<file path="src/rtl/stage5_writeback_lsu_pkg.sv">
`default_nettype none
// ============================================================================
// Module   : stage5_writeback_lsu_pkg
// Purpose  : Shared types for the writeback/LSU stage. Holds the RISC-V style
//            opcode and load funct3 encodings, the byte width, and the
//            writeback FSM state type.
// Ports    : none (package)
// Revision : 1.0 - initial release
// ============================================================================
package stage5_writeback_lsu_pkg;

  localparam int BYTE_WIDTH = 8;

  typedef enum logic [6:0] {
    OP_LOAD      = 7'b0000011,
    OP_ARITH_IMM = 7'b0010011,
    OP_STORE     = 7'b0100011,
    OP_ARITH     = 7'b0110011,
    OP_BRANCH    = 7'b1100011,
    OP_JALR      = 7'b1100111,
    OP_JAL       = 7'b1101111
  } opcode_t;

  typedef enum logic [2:0] {
    F3_LB  = 3'b000,
    F3_LH  = 3'b001,
    F3_LW  = 3'b010,
    F3_LD  = 3'b011,
    F3_LBU = 3'b100,
    F3_LHU = 3'b101,
    F3_LWU = 3'b110
  } load_funct3_t;

  typedef enum logic [0:0] {
    IDLE      = 1'b0,
    WAIT_LOAD = 1'b1
  } wb_state_t;

endpackage : stage5_writeback_lsu_pkg
`default_nettype wire

</file>
<file path="src/rtl/stage5_writeback_lsu_if.sv">
`default_nettype none
// ============================================================================
// Module   : stage5_writeback_lsu_if / stage5_writeback_lsu_rf_if
// Purpose  : Bus bundles of the writeback stage.
//            stage5_writeback_lsu_if    : stage-4 -> stage-5 beat
//              tvalid, tready, opcode, funct3, rd, alu_result, branch_target
//            stage5_writeback_lsu_rf_if : register-file write port
//              enable, address, data
// Revision : 1.0 - initial release
// ============================================================================
interface stage5_writeback_lsu_if #(
  parameter int REGISTER_WIDTH = 32,
  parameter int ADDR_WIDTH     = 5
) ();
  logic                      tvalid;
  logic                      tready;
  logic [6:0]                opcode;
  logic [2:0]                funct3;
  logic [ADDR_WIDTH-1:0]     rd;
  logic [REGISTER_WIDTH-1:0] alu_result;
  logic [REGISTER_WIDTH-1:0] branch_target;

  modport master (output tvalid, opcode, funct3, rd, alu_result, branch_target,
                  input  tready);
  modport slave  (input  tvalid, opcode, funct3, rd, alu_result, branch_target,
                  output tready);
endinterface : stage5_writeback_lsu_if

interface stage5_writeback_lsu_rf_if #(
  parameter int REGISTER_WIDTH = 32,
  parameter int ADDR_WIDTH     = 5
) ();
  logic                      enable;
  logic [ADDR_WIDTH-1:0]     address;
  logic [REGISTER_WIDTH-1:0] data;

  modport master (output enable, address, data);
  modport slave  (input  enable, address, data);
endinterface : stage5_writeback_lsu_rf_if
`default_nettype wire

</file>
<file path="src/rtl/stage5_writeback_lsu_load_aligner.sv">
`default_nettype none
// ============================================================================
// Module   : stage5_writeback_lsu_load_aligner
// Purpose  : Combinational load alignment. Shifts the naturally aligned memory
//            word down by the byte offset, then sign/zero-extends according
//            to funct3, and flags accesses not aligned to their size.
// Ports    : rdata (in, RW)  offset (in, log2(RW/8))  funct3 (in, 3)
//            data (out, RW)  misaligned (out, 1)
// Revision : 1.0 - initial release
// ============================================================================
module stage5_writeback_lsu_load_aligner
  import stage5_writeback_lsu_pkg::*;
#(
  parameter  int REGISTER_WIDTH = 32,
  localparam int OFFSET_WIDTH   = $clog2(REGISTER_WIDTH / BYTE_WIDTH)
) (
  input  wire logic [REGISTER_WIDTH-1:0] rdata,
  input  wire logic [OFFSET_WIDTH-1:0]   offset,
  input  wire logic [2:0]                funct3,
  output logic      [REGISTER_WIDTH-1:0] data,
  output logic                           misaligned
);

  logic [REGISTER_WIDTH-1:0] shifted;

  assign shifted = rdata >> (32'(offset) * BYTE_WIDTH);

  // At RW=32 a word load fills the register, so sign- and zero-extension of
  // the 32-bit slice are both identity; LD there degenerates to a word load.
  always_comb begin
    data       = shifted;
    misaligned = 1'b0;
    case (funct3)
      F3_LB:  data = REGISTER_WIDTH'($signed(shifted[7:0]));
      F3_LBU: data = REGISTER_WIDTH'(shifted[7:0]);
      F3_LH: begin
        data       = REGISTER_WIDTH'($signed(shifted[15:0]));
        misaligned = offset[0];
      end
      F3_LHU: begin
        data       = REGISTER_WIDTH'(shifted[15:0]);
        misaligned = offset[0];
      end
      F3_LW: begin
        data       = REGISTER_WIDTH'($signed(shifted[31:0]));
        misaligned = |offset[1:0];
      end
      F3_LWU: begin
        data       = REGISTER_WIDTH'(shifted[31:0]);
        misaligned = |offset[1:0];
      end
      F3_LD: begin
        data       = shifted;
        misaligned = |offset;
      end
      default: data = shifted;
    endcase
  end

endmodule : stage5_writeback_lsu_load_aligner
`default_nettype wire

</file>
<file path="src/rtl/stage5_writeback_lsu.sv">
`default_nettype none
// ============================================================================
// Module   : stage5_writeback_lsu
// Purpose  : Writeback stage after stage 4. Registers a 1-cycle retire onto
//            the register-file write port, waits for variable-latency load
//            data with a timeout, aligns loads, flags misaligned loads,
//            supports flush and counts retired instructions.
// Ports    : clk, rst (async, active-low)
//            axis_memory_to_writeback (slave beat), flush
//            mem_rvalid, mem_rdata (RW)
//            registerport_write (write port), wb_valid/wb_rd/wb_data bypass
//            misaligned_load, load_timeout (pulses), instret (64)
// Revision : 1.0 - initial release
// ============================================================================
module stage5_writeback_lsu
  import stage5_writeback_lsu_pkg::*;
#(
  parameter  int REGISTER_WIDTH = 32,
  parameter  int REGISTER_DEPTH = 32,
  parameter  int LOAD_TIMEOUT   = 16,
  localparam int ADDR_WIDTH     = $clog2(REGISTER_DEPTH)
) (
  input  wire logic                      clk,
  input  wire logic                      rst,
  stage5_writeback_lsu_if.slave          axis_memory_to_writeback,
  input  wire logic                      flush,
  input  wire logic                      mem_rvalid,
  input  wire logic [REGISTER_WIDTH-1:0] mem_rdata,
  stage5_writeback_lsu_rf_if.master      registerport_write,
  output logic                           wb_valid,
  output logic      [ADDR_WIDTH-1:0]     wb_rd,
  output logic      [REGISTER_WIDTH-1:0] wb_data,
  output logic                           misaligned_load,
  output logic                           load_timeout,
  output logic      [63:0]               instret
);

  localparam int OFFSET_WIDTH = $clog2(REGISTER_WIDTH / BYTE_WIDTH);
  localparam int CNT_WIDTH    = $clog2(LOAD_TIMEOUT + 1);

  wb_state_t                 state_q, state_d;
  logic [CNT_WIDTH-1:0]      cnt_q, cnt_d;
  logic [ADDR_WIDTH-1:0]     pend_rd_q, pend_rd_d;
  logic [2:0]                pend_funct3_q, pend_funct3_d;
  logic [OFFSET_WIDTH-1:0]   pend_offset_q, pend_offset_d;
  logic                      we_q, we_d;
  logic [ADDR_WIDTH-1:0]     rd_q, rd_d;
  logic [REGISTER_WIDTH-1:0] data_q, data_d;
  logic                      mis_q, mis_d;
  logic                      to_q, to_d;
  logic [63:0]               instret_q, instret_d;

  logic                      in_wait;
  logic                      accept;
  logic [2:0]                al_funct3;
  logic [OFFSET_WIDTH-1:0]   al_offset;
  logic [REGISTER_WIDTH-1:0] al_data;
  logic                      al_mis;
  logic                      complete;
  logic                      cpl_writes;
  logic [ADDR_WIDTH-1:0]     cpl_rd;
  logic [REGISTER_WIDTH-1:0] cpl_data;

  assign in_wait = (state_q == WAIT_LOAD);
  assign axis_memory_to_writeback.tready = !in_wait;
  assign accept  = axis_memory_to_writeback.tvalid && !in_wait;

  // One aligner serves both paths: the live beat in IDLE, the captured
  // load attributes while waiting for the response.
  assign al_funct3 = in_wait ? pend_funct3_q : axis_memory_to_writeback.funct3;
  assign al_offset = in_wait ? pend_offset_q
                             : axis_memory_to_writeback.alu_result[OFFSET_WIDTH-1:0];

  stage5_writeback_lsu_load_aligner #(
    .REGISTER_WIDTH(REGISTER_WIDTH)
  ) u_load_aligner (
    .rdata      (mem_rdata),
    .offset     (al_offset),
    .funct3     (al_funct3),
    .data       (al_data),
    .misaligned (al_mis)
  );

  always_comb begin
    state_d       = state_q;
    cnt_d         = cnt_q;
    pend_rd_d     = pend_rd_q;
    pend_funct3_d = pend_funct3_q;
    pend_offset_d = pend_offset_q;
    we_d          = 1'b0;
    rd_d          = '0;
    data_d        = '0;
    mis_d         = 1'b0;
    to_d          = 1'b0;
    instret_d     = instret_q;
    complete      = 1'b0;
    cpl_writes    = 1'b0;
    cpl_rd        = '0;
    cpl_data      = '0;

    case (state_q)
      IDLE: begin
        cnt_d = '0;
        if (accept) begin
          if (axis_memory_to_writeback.opcode == OP_LOAD) begin
            if (al_mis) begin
              mis_d = 1'b1;
            end else if (mem_rvalid) begin
              complete   = 1'b1;
              cpl_writes = 1'b1;
              cpl_rd     = axis_memory_to_writeback.rd;
              cpl_data   = al_data;
            end else begin
              state_d       = WAIT_LOAD;
              pend_rd_d     = axis_memory_to_writeback.rd;
              pend_funct3_d = axis_memory_to_writeback.funct3;
              pend_offset_d = axis_memory_to_writeback.alu_result[OFFSET_WIDTH-1:0];
            end
          end else begin
            // Non-writing opcodes (store, branch, ...) still retire.
            complete = 1'b1;
            cpl_rd   = axis_memory_to_writeback.rd;
            case (axis_memory_to_writeback.opcode)
              OP_ARITH, OP_ARITH_IMM, OP_JALR: begin
                cpl_writes = 1'b1;
                cpl_data   = axis_memory_to_writeback.alu_result;
              end
              OP_JAL: begin
                cpl_writes = 1'b1;
                cpl_data   = axis_memory_to_writeback.branch_target;
              end
              default: cpl_writes = 1'b0;
            endcase
          end
        end
      end
      WAIT_LOAD: begin
        if (mem_rvalid) begin
          complete   = 1'b1;
          cpl_writes = 1'b1;
          cpl_rd     = pend_rd_q;
          cpl_data   = al_data;
          state_d    = IDLE;
          cnt_d      = '0;
        end else if (cnt_q == CNT_WIDTH'(LOAD_TIMEOUT - 1)) begin
          // Last permitted wait cycle has passed without a response.
          to_d    = 1'b1;
          state_d = IDLE;
          cnt_d   = '0;
        end else begin
          cnt_d = cnt_q + CNT_WIDTH'(1);
        end
      end
      default: state_d = IDLE;
    endcase

    // Flush beats response and timeout, and swallows an accepted beat.
    if (flush) begin
      state_d  = IDLE;
      cnt_d    = '0;
      complete = 1'b0;
      mis_d    = 1'b0;
      to_d     = 1'b0;
    end

    if (complete) begin
      instret_d = instret_q + 64'd1;
      if (cpl_writes && (cpl_rd != '0)) begin
        we_d   = 1'b1;
        rd_d   = cpl_rd;
        data_d = cpl_data;
      end
    end
  end

  always_ff @(posedge clk or negedge rst) begin
    if (!rst) begin
      state_q       <= IDLE;
      cnt_q         <= '0;
      pend_rd_q     <= '0;
      pend_funct3_q <= '0;
      pend_offset_q <= '0;
      we_q          <= 1'b0;
      rd_q          <= '0;
      data_q        <= '0;
      mis_q         <= 1'b0;
      to_q          <= 1'b0;
      instret_q     <= '0;
    end else begin
      state_q       <= state_d;
      cnt_q         <= cnt_d;
      pend_rd_q     <= pend_rd_d;
      pend_funct3_q <= pend_funct3_d;
      pend_offset_q <= pend_offset_d;
      we_q          <= we_d;
      rd_q          <= rd_d;
      data_q        <= data_d;
      mis_q         <= mis_d;
      to_q          <= to_d;
      instret_q     <= instret_d;
    end
  end

  assign registerport_write.enable  = we_q;
  assign registerport_write.address = rd_q;
  assign registerport_write.data    = data_q;
  assign wb_valid        = we_q;
  assign wb_rd           = rd_q;
  assign wb_data         = data_q;
  assign misaligned_load = mis_q;
  assign load_timeout    = to_q;
  assign instret         = instret_q;

endmodule : stage5_writeback_lsu
`default_nettype wire

</file>
<file path="src/flat_wrapper.sv">
// flat-port wrapper written by rule: the top's interface ports become plain ports
module stage5_writeback_lsu_flat import stage5_writeback_lsu_pkg::*;
#(
  parameter  int REGISTER_WIDTH = 32,
  parameter  int REGISTER_DEPTH = 32,
  parameter  int LOAD_TIMEOUT   = 16,
  localparam int ADDR_WIDTH     = $clog2(REGISTER_DEPTH)
)
  (clk, rst, flush, mem_rvalid, mem_rdata, wb_valid, wb_rd, wb_data, misaligned_load, load_timeout, instret, axis_memory_to_writeback_tvalid, axis_memory_to_writeback_opcode, axis_memory_to_writeback_funct3, axis_memory_to_writeback_rd, axis_memory_to_writeback_alu_result, axis_memory_to_writeback_branch_target, axis_memory_to_writeback_tready, registerport_write_enable, registerport_write_address, registerport_write_data);
  stage5_writeback_lsu_if #(.REGISTER_WIDTH(REGISTER_WIDTH), .ADDR_WIDTH(5)) axis_memory_to_writeback_i ();
  stage5_writeback_lsu_rf_if #(.REGISTER_WIDTH(REGISTER_WIDTH), .ADDR_WIDTH(5)) registerport_write_i ();
  input  wire logic clk;
  input  wire logic rst;
  input  wire logic flush;
  input  wire logic mem_rvalid;
  input  wire logic [REGISTER_WIDTH-1:0] mem_rdata;
  output logic wb_valid;
  output logic      [ADDR_WIDTH-1:0] wb_rd;
  output logic      [REGISTER_WIDTH-1:0] wb_data;
  output logic misaligned_load;
  output logic load_timeout;
  output logic      [63:0] instret;
  input wire logic [$bits(axis_memory_to_writeback_i.tvalid)-1:0] axis_memory_to_writeback_tvalid;
  input wire logic [$bits(axis_memory_to_writeback_i.opcode)-1:0] axis_memory_to_writeback_opcode;
  input wire logic [$bits(axis_memory_to_writeback_i.funct3)-1:0] axis_memory_to_writeback_funct3;
  input wire logic [$bits(axis_memory_to_writeback_i.rd)-1:0] axis_memory_to_writeback_rd;
  input wire logic [$bits(axis_memory_to_writeback_i.alu_result)-1:0] axis_memory_to_writeback_alu_result;
  input wire logic [$bits(axis_memory_to_writeback_i.branch_target)-1:0] axis_memory_to_writeback_branch_target;
  output wire logic [$bits(axis_memory_to_writeback_i.tready)-1:0] axis_memory_to_writeback_tready;
  output wire logic [$bits(registerport_write_i.enable)-1:0] registerport_write_enable;
  output wire logic [$bits(registerport_write_i.address)-1:0] registerport_write_address;
  output wire logic [$bits(registerport_write_i.data)-1:0] registerport_write_data;
  assign axis_memory_to_writeback_i.tvalid = axis_memory_to_writeback_tvalid;
  assign axis_memory_to_writeback_i.opcode = axis_memory_to_writeback_opcode;
  assign axis_memory_to_writeback_i.funct3 = axis_memory_to_writeback_funct3;
  assign axis_memory_to_writeback_i.rd = axis_memory_to_writeback_rd;
  assign axis_memory_to_writeback_i.alu_result = axis_memory_to_writeback_alu_result;
  assign axis_memory_to_writeback_i.branch_target = axis_memory_to_writeback_branch_target;
  assign axis_memory_to_writeback_tready = axis_memory_to_writeback_i.tready;
  assign registerport_write_enable = registerport_write_i.enable;
  assign registerport_write_address = registerport_write_i.address;
  assign registerport_write_data = registerport_write_i.data;
  stage5_writeback_lsu #(.REGISTER_WIDTH(REGISTER_WIDTH), .REGISTER_DEPTH(REGISTER_DEPTH), .LOAD_TIMEOUT(LOAD_TIMEOUT)) u_core (.clk(clk), .rst(rst), .axis_memory_to_writeback(axis_memory_to_writeback_i), .flush(flush), .mem_rvalid(mem_rvalid), .mem_rdata(mem_rdata), .registerport_write(registerport_write_i), .wb_valid(wb_valid), .wb_rd(wb_rd), .wb_data(wb_data), .misaligned_load(misaligned_load), .load_timeout(load_timeout), .instret(instret));
endmodule
</file>
<file path="config.mk">
export PLATFORM = sky130hd
export DESIGN_NAME = stage5_writeback_lsu_flat
export DESIGN_NICKNAME = d
export VERILOG_FILES = /design/src/rtl/stage5_writeback_lsu_pkg.sv /design/src/rtl/stage5_writeback_lsu_if.sv /design/src/rtl/stage5_writeback_lsu_load_aligner.sv /design/src/rtl/stage5_writeback_lsu.sv /design/src/flat_wrapper.sv
export SDC_FILE = /design/constraint.sdc
export NUM_CORES = 1
export LEC_CHECK = 0
export CORE_UTILIZATION = 49
export CTS_BUF_LIST = sky130_fd_sc_hd__clkbuf_8
export DETAILED_ROUTE_END_ITERATION = 16
export GPL_TIMING_DRIVEN = 1
export MAX_ROUTING_LAYER = met4
export PLACE_DENSITY = 0.89
export REMOVE_ABC_BUFFERS = 1
export SKIP_CTS_REPAIR_TIMING = 1
export SYNTH_ARGS = -nofsm -noshare
export SYNTH_HDL_FRONTEND = slang
export SYNTH_SLANG_ARGS = --single-unit
</file>
<file path="constraint.sdc">
create_clock -name clk -period 5.2 [get_ports clk]
set_clock_uncertainty 0.1 [all_clocks]
set_input_delay 0.52 -clock clk [delete_from_list [all_inputs] [get_ports clk]]
set_output_delay 0.52 -clock clk [all_outputs]
set_load 0.005 [all_outputs]
</file>
## Word level (Yosys, flattened, before mapping)

Cells that the tools add are included.

| word-level totals | value |
|---|---|
| register bits after elaboration | 120 |
| bits in latches | 0 |
| RAM bits | 0 |
| memory bits (read-only) | 0 |
| bits of input ports | 116 |
| logic and storage cells | 93 |
| memories | 0 |

| cells by class | value |
|---|---|
| add/sub/neg operators | 2 |
| multiply operators | 0 |
| div/mod/pow operators | 0 |
| $lt $le $gt $ge | 0 |
| eq/ne operators | 12 |
| shifts and indexed selects | 1 |
| multiplexer cells | 53 |
| bitwise gates (word level) | 3 |
| reductions and logical operators | 11 |

Operators by type and width:

| operator | count |
|---|---|
| $mux W32 | 6 |
| $pmux W32 S2 | 2 |
| $pmux W32 S4 | 1 |
| $add A64 B1 Y64 const B | 1 |
| $mux W5 | 10 |
| $shr A32 B5 Y32 | 1 |
| $mux W1 | 26 |
| $pmux W5 S2 | 2 |
| $eq A7 B7 Y1 const B | 2 |
| $eq A3 B3 Y1 const B | 3 |
| $pmux W1 S2 | 4 |
| $eq A7 B2 Y1 const B | 1 |
| $eq A7 B5 Y1 const B | 1 |
| $eq A7 B6 Y1 const B | 1 |
| $eq A3 B2 Y1 const B | 2 |
| $reduce_or A3 Y1 | 2 |
| $add A5 B1 Y5 const B | 1 |
| $eq A5 B4 Y1 const B | 1 |
| $reduce_and A5 Y1 | 1 |
| $reduce_bool A5 Y1 | 1 |
| $reduce_or A2 Y1 | 2 |
| $reduce_or A4 Y1 | 1 |
| $eq A3 B1 Y1 const B | 1 |
| $logic_not A3 Y1 | 1 |
| 5 further kinds | 8 |

## Logic depth before layout (Yosys ltp)

Gate-level depths: netlist (run 1).

| depth | value |
|---|---|
| depth after elaboration | 12 |
| depth in mapped cells | 9 |

## Hierarchy

Synthesis (run 1) repeated with hierarchy kept, for this count alone.

| second synthesis, totals | value |
|---|---|
| cells, all modules | 702 |
| area total of the unflattened synthesis | 7019.2 sq um |

By module, submodules not included:

| module | instances | cells each | area each (sq um) | seq. area each (sq um) |
|---|---|---|---|---|
| stage5_writeback_lsu | 1 | 580 | 6095.8 | 3002.9 |
| stage5_writeback_lsu_load_aligner | 1 | 122 | 923.4 | 0.0 |

## Least setup slack after synthesis (run 1)

OpenSTA, ideal clock, no wires.

| timing path | value |
|---|---|
| path type | input to register |
| start point | input axis_memory_to_writeback_alu_result[0] |
| end point | register u_core.instret_q[40] (netlist: u_core.instret[40]) |
| library setup time | 124 ps |
| arrival time | 2122 ps |
| required time | 4976 ps |
| path slack | 2854 ps |
| stages on the path | 7 |
| cells stage by stage | mux2_2 -> o211a_1 -> a2111oi_4 -> and2_0 -> buf_4 -> nand4_1 -> xnor2_1 |

| between the ends | value |
|---|---|
| cells in the longest elaborated chain, start to end | 8 |

Ends and longest elaborated chain:

| element | line | RTL |
|---|---|---|
| start, declared | flat_wrapper.sv:27 | `input wire logic [$bits(axis_memory_to_writeback_i.alu_result)-1:0] axis_memory_to_writeback_alu_result;` |
| $mux W2 (*) | stage5_writeback_lsu.sv:71 | `assign al_offset = in_wait ? pend_offset_q` |
| $reduce_or A2 Y1 | stage5_writeback_lsu_load_aligner.sv:46, stage5_writeback_lsu_load_aligner.sv:50, stage5_writeback_lsu_load_aligner.sv:54 |  |
| $pmux W1 S2 (*) | stage5_writeback_lsu_load_aligner.sv:33 | `case (funct3)` |
| $mux W1 (*) | stage5_writeback_lsu.sv:106 | `if (al_mis) begin` |
| $mux W1 (*) | stage5_writeback_lsu.sv:105 | `if (axis_memory_to_writeback.opcode == OP_LOAD) begin` |
| $mux W1 (*) | stage5_writeback_lsu.sv:104 | `if (accept) begin` |
| $pmux W1 S2 (*) | stage5_writeback_lsu.sv:101 | `case (state_q)` |
| $mux W1 (*) | stage5_writeback_lsu.sv:158 | `if (flush) begin` |
| end signal, assigned | stage5_writeback_lsu.sv:200 | `instret_q <= instret_d;` |
| end, declared | stage5_writeback_lsu.sv:51 | `logic [63:0] instret_q, instret_d;` |

Every way passes the cells marked *; elsewhere a longest branch is shown, timed or not.
A chain may end at the register's enable or synchronous reset.

## Final worst setup path (run 1)

| timing path | value |
|---|---|
| start point | register u_core.state_q (netlist: u_core.in_wait) |
| end point | register u_core.pend_rd_q[1] |

| between the ends | value |
|---|---|
| cells in the longest elaborated chain, start to end | 6 |
| elaborated cells between the ends (all ways) | 16 |

Ends and longest elaborated chain:

| element | line | RTL |
|---|---|---|
| start, declared | stage5_writeback_lsu.sv:41 | `wb_state_t state_q, state_d;` |
| start signal, assigned | stage5_writeback_lsu.sv:190 | `state_q <= state_d;` |
| $mux W3 | stage5_writeback_lsu.sv:70 | `assign al_funct3 = in_wait ? pend_funct3_q : axis_memory_to_writeback.funct3;` |
| $eq A3 B2 Y1, or another cell as far along | stage5_writeback_lsu_load_aligner.sv:33 |  |
| $reduce_or A3 Y1 (no source line) or $reduce_or A2 Y1 (tied branches) | n/a |  |
| $pmux W1 S2 | stage5_writeback_lsu_load_aligner.sv:33 |  |
| $not A1 Y1 (no source line) | n/a |  |
| $reduce_and A5 Y1 (no source line) (*) | n/a |  |
| end signal, assigned | stage5_writeback_lsu.sv:192 | `pend_rd_q <= pend_rd_d;` |
| end, declared | stage5_writeback_lsu.sv:43 | `logic [ADDR_WIDTH-1:0] pend_rd_q, pend_rd_d;` |

Marks and branches as above.

==> results of run 1 <==
==> placed cells by master (no fill, tap or decap), types with 14 or more instances in the layout <==
cell	Yosys	final
clkdlybuf4s50_1	0	257
dfrtp_1	120	120
nor2_1	60	60
nand2_1	54	54
xnor2_1	40	40
a21oi_1	30	30
nand3_1	27	27
nand4_1	26	26
xor2_1	25	25
mux2_2	21	21
clkbuf_8	0	18
a22o_1	17	17
a222oi_1	15	15
nor3_1	15	14
==> cells by family after synthesis <==
kind of cell | synth area share [%]
flip-flops | 46.1
AO/OA/AOI/OAI | 14.3
multiplexers | 5.67
AND/OR/NAND/NOR | 17.7
buffers and inverters | 7.09
adder cells (fa/ha/maj) | 0.384
XOR/XNOR | 8.75
==> layout make-up <==
cell class / instances / area [sq um] / area share, %
Clock inverter: 14 / 170 / 1.82
Multi-Input combinational cell: 454 / 3060 / 32.6
Clock buffer: 18 / 248 / 2.64
Timing Repair Buffer: 264 / 2630 / 28.0
Sequential cell: 120 / 3000 / 32.0
Inverter: 14 / 52.6 / 0.561
Tap cell: 172 / 215 / 2.30
==> metal layers <==
layer | share of wire, % | up-vias
met5 | 0 | -
met4 | 3.6 | 0
met3 | 7.2 | 56
met2 | 50 | 332
met1 | 40 | 3040
li1 | - | 2774
==> report_power, final <==
group	internal, mW	leakage (nW)	switching, mW
sequential	0.962	1.63	0.0396
combinational	0.175	1.97	0.132
clock	0.490	0.214	0.401
total	1.63	3.82	0.573
==> worst max-delay path by stage <==
stage	to	slack, ns	start	cells after the start
6_report	u_core.pend_rd_q[1]	1.72	u_core.in_wait	5
3_5_place_dp	u_core.registerport_write.data[20]	1.60	axis_memory_to_writeback_opcode[2]	7
2_1_floorplan	u_core.registerport_write.data[15]	1.89	u_core.in_wait	6
5_1_grt	u_core.pend_offset_q[0]	1.54	u_core.in_wait	5
3_3_place_gp	u_core.pend_funct3_q[0]	1.66	axis_memory_to_writeback_alu_result[0]	6
4_1_cts	u_core.pend_rd_q[1]	1.77	u_core.in_wait	5
==> state kept, by name (all words and copies together) (netlist names) <==
signal and count:
u_core.instret 64, u_core.registerport_write.data 32, u_core.cnt_q 5, u_core.pend_rd_q 5, u_core.registerport_write.address 5, u_core.pend_funct3_q 3
u_core.pend_offset_q 2, u_core.in_wait 1, u_core.load_timeout 1, u_core.misaligned_load 1, u_core.registerport_write.enable 1
==> critical path, delay by kind of cell, from the launching register on <==
family	cells	cell delay, ns
AOI/OAI and AO/OA	2	0.44
DFF	1	0.81
muxes	2	1.00
and+or+nand+nor	1	1.01
==> reports/results.txt, run 1 <==
status -> finished, final reports clean
Final WS setup -> 1.72 ns
post-layout instance area -> 9370 sq um
slowest cell delay on critical path -> 1.01 ns
CP Cell Sequence -> mux2_2 > o211ai_1 > a21oi_1 > nor4_2 > mux2_2
Fillers -> 912
Iter 0 DRT Violations -> 777
routed len/inst -> 18.9 um
GRT busiest layer -> met2
clock latency on the worst-skew pair -> 0.45 ns
Max Freq -> 0.287 GHz
Clk pin slew, worst setup/hold paths -> 0.07 ns
Final Cycle Share -> 67.0%
number of synthesized flops with an enable pin -> 0
CP Capture Type -> flip-flop
final WL -> 20000 um
met1 Use GR -> 37.2%
Cell variety after synth -> 60
synthesized cell area -> 6510 sq um
total core area -> 12800 sq um
placed cells -> 1024
GRT Residual Overflow -> 0
starting density of the core -> 51.0%
overall routing resource usage -> 30.7%
GP Congestion -> 0.903
vias in the first global route -> 5904
first-pass GRT wire length -> 30500 um
YS warnings -> 0
r2r worst-path depth -> 5
Die Y -> 117 um
max-cap violations -> 0
Post-synth top flop -> dfrtp_1
final setup fails -> 0
commonest cells in the synthesized netlist -> dfrtp_1, nor2_1, nand2_1
Synth Register Bits -> 120
Hold Violations, Final -> 0
I/O Pins -> 259
most frequent cell after synthesis -> dfrtp_1
reg2reg setup slack -> 1.72 ns
GR Util met2 -> 48.7%
top cells by area, synth -> dfrtp_1, xnor2_1, buf_4
Via density -> 5.87
layout cells sized above 1 -> 8.60%
DRT antenna net count -> 0
Pwr Density -> 235 nW/um^2
crit path DAT -> 3.72 ns
TritonCTS Buffers -> 17
Placed Area -> 8950 sq um
crit path kind -> reg2reg
Leak Pwr -> 3.82 nW
Post-Syn Instances -> 654
Slowest-stage cell, CP -> nor4_2
Area growth syn-to-layout -> 44.0%
RSZ-0062 raised after global routing -> no
min Tclk post-route -> 3.48 ns
CTS tree -> built
diode count -> 0
Total Power -> 2.20 mW
area share of the largest cell type after synthesis -> 46.1%
Mean Syn Cell Area -> 9.95 sq um
final max-slew violation count -> 0
die area -> 13700 sq um
leading area contributor after synthesis -> dfrtp_1
worst hold slack -> 0.119 ns
initial antenna violation count -> 0
pre-CTS setup slack -> 1.60 ns
Max transition margin -> 18.6%
DRC -> 0
Final nets -> 989
Max VDD drop -> 0.000191 V
met3 Usage GRT -> 6.18%
die width -> 117 um
Vias -> 6202
async set-reset flop share out of synthesis -> 100%
1st-pass router iterations -> 6
largest net degree at the start of global routing -> 77
Slew @ Worst Pin -> 1.22 ns
# rows -> 41
Final Util -> 73.4%
clock sinks -> 120
Critical Path RT -> 5.43 ns
sequential area share after synthesis -> 46.1%
Hold WC Path Type -> in2async
I/O Buffers -> 258
H-tree levels -> 4
Reg2Reg Launch Point -> u_core.in_wait
clock buffer depth -> 2
Worst path most repeated cell -> mux2_2
DP HPWL -> 14900 um
Worst Setup Start Kind -> flip-flop
Sum Neg Setup Slack -> 0 ns
CTS Root Cell -> clkbuf_8
final cell count without fillers -> 1056
CP max FO -> 21
reg-to-reg endpoint -> u_core.pend_rd_q[1]
Power figures use the tool's default switching activity.
==> run 2, diff against run 1 <==
--- a/config.mk
+++ b/config.mk
@@ -5,12 +5,12 @@
 export SDC_FILE = /design/constraint.sdc
 export NUM_CORES = 1
 export LEC_CHECK = 0
-export CORE_UTILIZATION = 49
+export CORE_UTILIZATION = 45
 export CTS_BUF_LIST = sky130_fd_sc_hd__clkbuf_8
 export DETAILED_ROUTE_END_ITERATION = 16
 export GPL_TIMING_DRIVEN = 1
 export MAX_ROUTING_LAYER = met4
-export PLACE_DENSITY = 0.89
+export PLACE_DENSITY = 0.83
 export REMOVE_ABC_BUFFERS = 1
 export SKIP_CTS_REPAIR_TIMING = 1
 export SYNTH_ARGS = -nofsm -noshare
==> constraint.sdc (replaced) <==
create_clock -name clk -period 3.25 [get_ports clk]
set_clock_uncertainty 0.1 [all_clocks]
set_input_delay 0.325 -clock clk [delete_from_list [all_inputs] [get_ports clk]]
set_output_delay 0.325 -clock clk [all_outputs]
set_load 0.005 [all_outputs]
==> reports/results.txt, run 2 (synthesis results as in run 1) <==
post-layout instance area -> 9490 sq um
crit path kind -> reg2reg
max-cap violations -> 0
DRC -> 0
Hold WC Path Type -> reg2reg
final setup fails -> 0
starting density of the core -> 46.5%
Switching Share -> 26.4%
first-pass GRT wire length -> 30900 um
Sum Neg Setup Slack -> 0 ns
CTS Root Cell -> clkbuf_8
Pwr Density -> 357 nW/um^2
clock power share -> 38.1%
Clk pin slew, worst setup/hold paths -> 0.07 ns
DP HPWL -> 15000 um
switching power -> 0.892 mW
Hold Violations, Final -> 0
die area -> 14900 sq um
clock sinks -> 120
most common cell after layout, fill and taps aside -> clkdlybuf4s50_1
Final Cycle Share -> 87.1%
I/O Pins -> 259
RSZ-0062 raised after global routing -> no
CTS tree -> built
crit path DAT -> 3.09 ns
status -> finished, final reports clean
CP Launch Point -> u_core.instret[27]
CP Capture Type -> flip-flop
DRT antenna net count -> 0
Worst Setup Start Kind -> flip-flop
initial antenna violation count -> 0
diode count -> 0
largest net degree at the start of global routing -> 61
# rows -> 43
hold_sp -> u_core.cnt_q[4]
clock buffer depth -> 2
clock latency on the worst-skew pair -> 0.44 ns
GRT Residual Overflow -> 0
vias in the first global route -> 5742
overall routing resource usage -> 28.1%
Internal -> 2.49 mW
layout cells sized above 1 -> 9.98%
CP max FO -> 11
sequential share of power -> 47.3%
TritonCTS Buffers -> 17
GP Congestion -> 0.862
Iter 0 DRT Violations -> 496
Leak Pwr -> 3.89 nW
total core area -> 14000 sq um
Slew @ Worst Pin -> 0.799 ns
Max VDD drop -> 0.000312 V
I/O Buffers -> 258
Gate power share -> 14.5%
Total Power -> 3.38 mW
worst hold slack -> 0.352 ns
H-tree levels -> 4
Max transition margin -> 46.7%
Critical Path RT -> 3.51 ns
Reg2Reg Launch Point -> u_core.instret[27]
Largest register FFs -> 64
Area growth syn-to-layout -> 45.8%
Final nets -> 1007
Placed Area -> 9100 sq um
routed len/inst -> 18.5 um
Max Freq -> 0.353 GHz
final WL -> 20000 um
Die Y -> 122 um
most frequent cells in the layout -> clkdlybuf4s50_1, dfrtp_1, nor2_1
min Tclk post-route -> 2.83 ns
pre-CTS setup slack -> 0.291 ns
Via density -> 5.56
Final WS setup -> 0.418 ns
Vias -> 6021
1st-pass router iterations -> 9
final max-slew violation count -> 0
die width -> 122 um
-- run 2: final cells by class --
class,instances,area (sq um)
Sequential cell,120,3000
Timing Repair Buffer,282,2780
Tap cell,180,225
Clock buffer,17,234
Fill cell,1103,4500
Multi-Input combinational cell,454,3060
Inverter,14,52.6
Clock inverter,15,139
-- run 2: worst max-delay path, cell delays in order, from the launching register on --
cell,delay (ns)
dfrtp_1,0.45
and4_1,0.38
nand3_1,0.19
nor4_1,0.55
nand4_1,0.54
nor3_1,0.38
xor2_1,0.17
-- run 2: metal layers --
metal  global-route usage [%]  share of wire (%)
met1                     35.9                 43
met2                     43.6                 49
met3                     6.04                6.3
met4                     10.8                2.4
met5                        -                  0
-- run 2: final timing paths --
check | endpoint | slack, ns | depth (start not counted)
max in group asynchronous | u_core.instret[20] | 1.85 | 3
setup reg to reg | u_core.instret[57] | 0.42 | 6
min in group asynchronous | u_core.instret[63] | 0.42 | 2
setup / recovery | u_core.instret[57] | 0.42 | 6
hold / removal | u_core.load_timeout | 0.35 | 1
hold reg to reg | u_core.load_timeout | 0.35 | 1
-- run 2: through the flow --
stage	util [%]	std cells
after global placement	65.1	1049
after floorplan	-	588
after global routing	67.8	1082
final	67.8	1082
after detailed placement	65.1	1049
after CTS	67.8	1081
-- run 2: power groups by stage --
stage | Sequential [mW] | Combinational [mW] | Clock [mW]
after floorplan | 1.62 | 0.155 | 0
after global placement | 1.63 | 0.486 | 0
after detailed placement | 1.63 | 0.492 | 0
after CTS | 1.60 | 0.494 | 1.31
after global routing | 1.61 | 0.532 | 1.38
final | 1.60 | 0.492 | 1.29
